[src/rtl/apb_mem_bridge.sv]
// apb_mem_bridge
//   Turns each CPU data-memory strobe (mem_read/mem_write) into one APB3 master transfer.
//   The CPU is stalled until the transfer completes. The bridge returns load data and
//   keeps a sticky error flag for slave errors.
//
// Optional feature macro: APB_TIMEOUT_EN
//   Defined:   ACCESS is aborted after TIMEOUT_CYCLES cycles with PREADY low. The abort
//              sets err, returns all-ones for reads and releases stall.
//   Undefined: ACCESS waits for PREADY indefinitely. TIMEOUT_CYCLES is ignored.
//
// Ports
//   clk_i          system clock, rising edge
//   rst_i          asynchronous active-high reset
//   mem_read_i     CPU load request, held while stall_o=1
//   mem_write_i    CPU store request, held while stall_o=1 (wins over mem_read_i)
//   addr_i         CPU address, sampled in IDLE on request
//   wdata_i        CPU store data, sampled with addr_i
//   rdata_o        load data returned to the CPU
//   stall_o        freezes the CPU while a transfer is pending
//   err_o          sticky error flag (slave error or timeout)
//   err_clr_i      clears err_o (a simultaneous new error wins)
//   paddr_o, psel_o, penable_o, pwrite_o, pwdata_o    APB master outputs
//   prdata_i, pready_i, pslverr_i                     APB slave responses

module apb_mem_bridge #(
    parameter int unsigned ADDR_W         = 8,
    parameter int unsigned DATA_W         = 16,
    parameter int unsigned TIMEOUT_CYCLES = 16
) (
    input  logic              clk_i,
    input  logic              rst_i,
    input  logic              mem_read_i,
    input  logic              mem_write_i,
    input  logic [ADDR_W-1:0] addr_i,
    input  logic [DATA_W-1:0] wdata_i,
    output logic [DATA_W-1:0] rdata_o,
    output logic              stall_o,
    output logic              err_o,
    input  logic              err_clr_i,
    output logic [ADDR_W-1:0] paddr_o,
    output logic              psel_o,
    output logic              penable_o,
    output logic              pwrite_o,
    output logic [DATA_W-1:0] pwdata_o,
    input  logic [DATA_W-1:0] prdata_i,
    input  logic              pready_i,
    input  logic              pslverr_i
);

    typedef enum logic [1:0] {
        StIdle,
        StSetup,
        StAccess
    } state_e;

    state_e              state_q, state_d;
    logic [ADDR_W-1:0]   paddr_q, paddr_d;
    logic [DATA_W-1:0]   pwdata_q, pwdata_d;
    logic                pwrite_q, pwrite_d;
    logic [DATA_W-1:0]   rdata_q, rdata_d;
    logic                err_q, err_d;

    logic req;
    logic complete;
    logic timeout;

    assign req      = mem_read_i | mem_write_i;
    assign complete = (state_q == StAccess) & pready_i;

`ifdef APB_TIMEOUT_EN
    localparam int unsigned CntW = $clog2(TIMEOUT_CYCLES + 1);

    logic [CntW-1:0] cnt_q, cnt_d;

    // cnt_q holds the number of earlier PREADY-low ACCESS cycles, so the abort fires in the
    // cycle that brings the count to TIMEOUT_CYCLES. A ready slave in that cycle still wins.
    assign timeout = (state_q == StAccess) & ~pready_i &
                     (cnt_q == CntW'(TIMEOUT_CYCLES - 1));

    always_comb begin
        cnt_d = cnt_q;
        if (state_q == StIdle) begin
            cnt_d = '0;
        end else if ((state_q == StAccess) && !pready_i && !timeout) begin
            cnt_d = cnt_q + 1'b1;
        end
    end

    always_ff @(posedge clk_i or posedge rst_i) begin
        if (rst_i) begin
            cnt_q <= '0;
        end else begin
            cnt_q <= cnt_d;
        end
    end
`else
    logic unused_timeout_cycles;
    assign unused_timeout_cycles = ^TIMEOUT_CYCLES;
    assign timeout               = 1'b0;
`endif

    always_comb begin
        state_d  = state_q;
        paddr_d  = paddr_q;
        pwdata_d = pwdata_q;
        pwrite_d = pwrite_q;
        rdata_d  = rdata_q;
        err_d    = err_q;
        rdata_o  = rdata_q;

        unique case (state_q)
            StIdle: begin
                if (req) begin
                    state_d  = StSetup;
                    paddr_d  = addr_i;
                    pwdata_d = wdata_i;
                    pwrite_d = mem_write_i;
                end
            end
            StSetup: begin
                state_d = StAccess;
            end
            StAccess: begin
                if (complete || timeout) begin
                    state_d = StIdle;
                end
            end
            default: begin
                state_d = StIdle;
            end
        endcase

        // Read data reaches the CPU in the completion cycle, bypassing the latch.
        if (complete && !pwrite_q) begin
            rdata_d = prdata_i;
            rdata_o = prdata_i;
        end else if (timeout && !pwrite_q) begin
            rdata_d = '1;
            rdata_o = '1;
        end

        // Set is evaluated last so it beats a same-cycle clear.
        if (err_clr_i) begin
            err_d = 1'b0;
        end
        if ((complete && pslverr_i) || timeout) begin
            err_d = 1'b1;
        end
    end

    always_ff @(posedge clk_i or posedge rst_i) begin
        if (rst_i) begin
            state_q  <= StIdle;
            paddr_q  <= '0;
            pwdata_q <= '0;
            pwrite_q <= 1'b0;
            rdata_q  <= '0;
            err_q    <= 1'b0;
        end else begin
            state_q  <= state_d;
            paddr_q  <= paddr_d;
            pwdata_q <= pwdata_d;
            pwrite_q <= pwrite_d;
            rdata_q  <= rdata_d;
            err_q    <= err_d;
        end
    end

    // Stall is forced low during reset so a held request cannot freeze the CPU.
    assign stall_o = ~rst_i & (((state_q == StIdle) & req) | (state_q == StSetup) |
                               ((state_q == StAccess) & ~pready_i & ~timeout));

    assign psel_o    = (state_q != StIdle);
    assign penable_o = (state_q == StAccess);
    assign paddr_o   = paddr_q;
    assign pwrite_o  = pwrite_q;
    assign pwdata_o  = pwdata_q;
    assign err_o     = err_q;

endmodule

[config.mk]
export PLATFORM = sky130hd
export DESIGN_NAME = apb_mem_bridge
export DESIGN_NICKNAME = d
export VERILOG_FILES = /design/src/rtl/apb_mem_bridge.sv
export SDC_FILE = /design/constraint.sdc
export NUM_CORES = 1
export LEC_CHECK = 0
export ABC_AREA = 1
export BUFFER_PORTS_ARGS = -buffer_cell sky130_fd_sc_hd__buf_2
export CORE_AREA = 2 2 64 66
export CTS_CLUSTER_DIAMETER = 150
export DETAILED_ROUTE_END_ITERATION = 8
export DIE_AREA = 0 0 66 68
export PLACE_DENSITY_LB_ADDON = 0.05
export SLEW_MARGIN = 20
export SYNTH_ARGS = -nofsm -noshare
export SYNTH_HDL_FRONTEND = slang
export SYNTH_SLANG_ARGS = --single-unit
[constraint.sdc]
create_clock -name clk_i -period 4.7 [get_ports clk_i]
set_input_delay 0.94 -clock clk_i [delete_from_list [all_inputs] [get_ports clk_i]]
set_output_delay 0.94 -clock clk_i [all_outputs]
set_load 0.02 [all_outputs]
Word-level counts from Yosys, hierarchy flattened
Index checks and enable logic that the tools add are counted.
W data, S select, Z words.
- input bits: 47
- register bits: 44
- mux-type cells: 6
- equality and inequality tests: 4
- bitwise gates (word level): 9
- reduce and logical (&&, ||, !) cells: 8
- operator list (kind ; count):
    $mux W16 ; 1
    $pmux W2 S3 ; 1
    $and A1 B1 Y1 ; 4
    $mux W2 ; 2
    $reduce_and A2 Y1 ; 2
    $reduce_bool A2 Y1 ; 2
    $or A1 B1 Y1 ; 3
    $eq A2 B1 Y1 const B ; 1
    $eq A2 B2 Y1 const B ; 1
    $logic_and A1 B1 Y1 ; 2
    $logic_not A2 Y1 ; 1
    $mux W1 ; 2
    $ne A2 B1 Y1 const B ; 1
    $ne A2 B2 Y1 const B ; 1
    $not A1 Y1 ; 2
    $logic_not A1 Y1 ; 1

Longest topological paths before layout
- depth after elaboration: 5
- depth in mapped cells: 7

Worst setup path after synthesis
Ideal clock, no wire load.
- kind: input port to output port
- start: in rst_i
- end: out stall_o
- stages on the path: 3
- arrival: 2.166 ns
- path slack: 1.594 ns
- cells stage by stage: inv_1 > nand2_1 > inv_1
- longest elaborated chain between the ends: 2
- ends and longest elaborated chain (element ; RTL line ; RTL):
    start, declared ; 31 ; input logic rst_i,
    $not A1 Y1 ; 170 ; assign stall_o = ~rst_i & (((state_q == StIdle) & req) | (state_q == StSetup) |
    $and A1 B1 Y1 ; 170 ;
    end, declared ; 37 ; output logic stall_o,
No other way between the ends.

Worst setup path after layout
- start: in pready_i
- end: out rdata_o[10]
- longest elaborated chain between the ends: 3
- ends and longest elaborated chain (element ; RTL line ; RTL):
    start, declared ; 46 ; input logic pready_i,
    $and A1 B1 Y1 ; 68 ; assign complete = (state_q == StAccess) & pready_i;
    $logic_and A1 B1 Y1 ; 134 ; if (complete && !pwrite_q) begin
    $mux W16 ; 134 ;
    end, declared ; 36 ; output logic [DATA_W-1:0] rdata_o,
No other way between the ends.

==> metrics.md <==
| Metric | Value |
|---|---|
| CTS resizes | 0 |
| Yosys top cell by area | dfrtp_1 |
| Max Freq | 361 MHz |
| Max FO, Critical Path | 19 |
| Slowest library cell on the worst path | buf_2 |
| Seq/Total Area, Yosys | around 60% |
| PnR worst setup slack | 1.93 ns |
| Post-synthesis cell area | 0.00178 sq mm |
| Vias in the first global route | 1,383 |
| RSZ-0062 raised after global routing | false |
| Status | finished, final reports clean |
| Die footprint | around 0.0045 sq mm |
| Antenna violations before repair | 0 |
| Final #Nets | 335 |
| Post-synth top area share | 61.8% |
| Peak supply drop | 0.000319 V |
| DR iter-0 viols | between 100 and 150 |
| Startpoint types | primary input |
| Post-Route Skew | 0.00579 ns |
| Total number of vias | around 1,500 |
| Launching point of the worst reg2reg path | state_q[0] |
| Hold_sp | rdata_q[11] |
| TritonCTS clock tree | built |
| Place WS | 1.92 ns |
| Final period util | between 50% and 60% |
| Arrival time at the worst endpoint | 1.83 ns |
| Synth warn | 0 |
| Top_reg_cell synth | dfrtp_1 |
| Synthesized flop and latch total | 44 |
| Post-detail-place hpwl | 2.76 mm |
| Async SR Flop Fraction | 100% |
| Mapped Nets | between 200 and 250 |
| Via/cell ratio | 4.52 |
| CP bufs+invs | 2 |
| Final Hold Violating Endpoints | 0 |
| Avg Inst Size Synth | ~9 sq um |
| Area Overhead vs Synth | 30.6% |
| Top cells by count, synth | nand2_1, dfrtp_1, nand4_1 |
| Tot Pwr | 1680 uW |
| Gr usage total | 18.7% |
| Remaining DRCs | 0 |
| Pin count of the biggest net entering global routing | 45 |
| Post-CTS Setup Bufs | 0 |
| Pwr/cell area | 723 mW/mm^2 |
| Core Region | around 0.0039 sq mm |
| H-tree Lvls | 2 |
| Die W | about 66 microns |
| Antenna Diode Count | 0 |
| Routability cong. | about 0.73 |
| Top Ports | between 90 and 100 |
| CP top delay family | buffers and inverters |
| Final setup fails | 0 |
| Wire length of the first global-routing pass | 6.29 mm |
| PortBufs | 91 |
| Initial DRT Pass Iterations | 4 |
| Hold buffer count at CTS | 0 |
| Clock Path Buffers | 2 |
| Num Clock Sinks | 44 |
| Cell Chain, Critical Path | buf_2 > nand3_4 > nand2_1 > nand2_1 > buf_2 |
| Critical path class | in -> out |
| Worst path max stage delay | 0.31 ns |
| Max-slew violations | 0 |
| Capturing point of the worst reg2reg path | paddr_o[2] |
| Max cap viols | 0 |
| Clk_lat worst skew | between 0.2 and 0.3 ns |
| Syn Inst Count | 198 |
| Post-Route WL | 3.92 mm |
| Worst Setup End Kind | primary output |
| Critical path required time | 3.76 ns |
| Final Critical Period | 2.77 ns |
| Hold path cells | 2 |
| Setup tns final | 0 ns |
| Grt ovf | 0 |
| Starting Density | 46.2% |
| Register-to-register setup slack | 3.27 ns |
| Least-Margin Pin Slew | about 0.54 ns |
| WL/cell | 11.6 microns |
| Worst min-delay path category | reg -> reg |
| Worst rel slew slack | 64.3% |
| Share of layout cells above drive strength 1 | 36.8% |
| Most frequent cell after synthesis | nand2_1 |
| Die height | 68 microns |
| Site Rows | 23 |
| Clock transition at the registers of the reported paths | 0.08 ns |
| Clk root buf | clkbuf_8 |
| Cells on worst reg2reg path | 5 |
| Hold Path End | rdata_q[11] |
| CTS Buf Count | 5 |
| Post-synth EDFFs | 0 |
| Synth cell types | 15 |
| Post-route ant nets | 0 |
| LEAKAGE | between 0.001 and 0.0015 uW |
| Synth top area cells | dfrtp_1, nand2_1, nand4_1 |
## where the power goes
part           internal, uW  total, uW  switching, uW  leakage, uW
clock network           101        220            119    0.0000410
registers               555        635           80.0     0.000547
logic                   250        827            576     0.000811
total                   906       1680            775      0.00140
## worst max path at each step
stage                  start     endpoint  slack, ns  depth (start not counted)
global placement    pready_i  rdata_o[10]       1.94                          5
global route        pready_i  rdata_o[13]       1.80                          5
finish              pready_i  rdata_o[10]       1.93                          5
detailed placement  pready_i  rdata_o[10]       1.92                          5
CTS                 pready_i  rdata_o[10]       1.92                          5
floorplan              rst_i      stall_o       1.59                          3
## kinds of logic (layout without fill, tap and decap cells)
family / Yosys count / count (layout) / share of synthesized area (%)
DFF: 44 / 44 / 61.8
buffers and inverters: 20 / 110 / 5.55
AOI/OAI and AO/OA: 2 / 2 / 0.562
and+or+nand+nor: 132 / 132 / 32.0
## cell type report
class / count / area [sq um]
Inverter: 11 / 41.3
Fill cell: 401 / 1530
Clock inverter: 1 / 5.00
Clock buffer: 6 / 72.6
Multi-Input combinational cell: 134 / 581
Tap cell: 50 / 62.6
Timing Repair Buffer: 92 / 463
Sequential cell: 44 / 1100
## worst reg2reg max path, delay by kind of cell (launching register included)
kind	cells	cell delay (ns)
and+or+nand+nor	4	0.57
DFF	1	0.43
buffers and inverters	1	0.37
## registers in the layout (all words and copies together) (netlist names)
name,flops
rdata_q,16
err_o,1
pwdata_o,16
pwrite_o,1
state_q,2
paddr_o,8
## per-layer routing
metal	track usage, %	part of all wire [%]	vias up
met2	30.1	48	55
met1	22.9	41	670
met4	6.89	1.6	0
met5	0	0	-
li1	-	-	795
met3	7.57	9.2	7
## through the flow
step	hold WS, ns	utilization (%)	cell area (sq um)	std cells
after detailed placement	0.453	58.3	2250	331
after global placement	0.454	58.3	2250	331
final	0.468	60.3	2330	338
after CTS	0.471	60.3	2330	338
after floorplan	0.556	-	1780	198
after global routing	0.494	60.3	2330	338
## placed cells by master (no fill, tap or decap), drive strengths merged
| cell type | n |
|---|---|
| nand2 | 110 |
| nand3 | 4 |
| o21ai | 2 |
| buf | 92 |
| inv | 11 |
| dfrtp | 44 |
| nand4 | 16 |
| clkinv | 1 |
| clkbuf | 6 |
| nor2 | 2 |
Power figures use the tool's default switching activity.
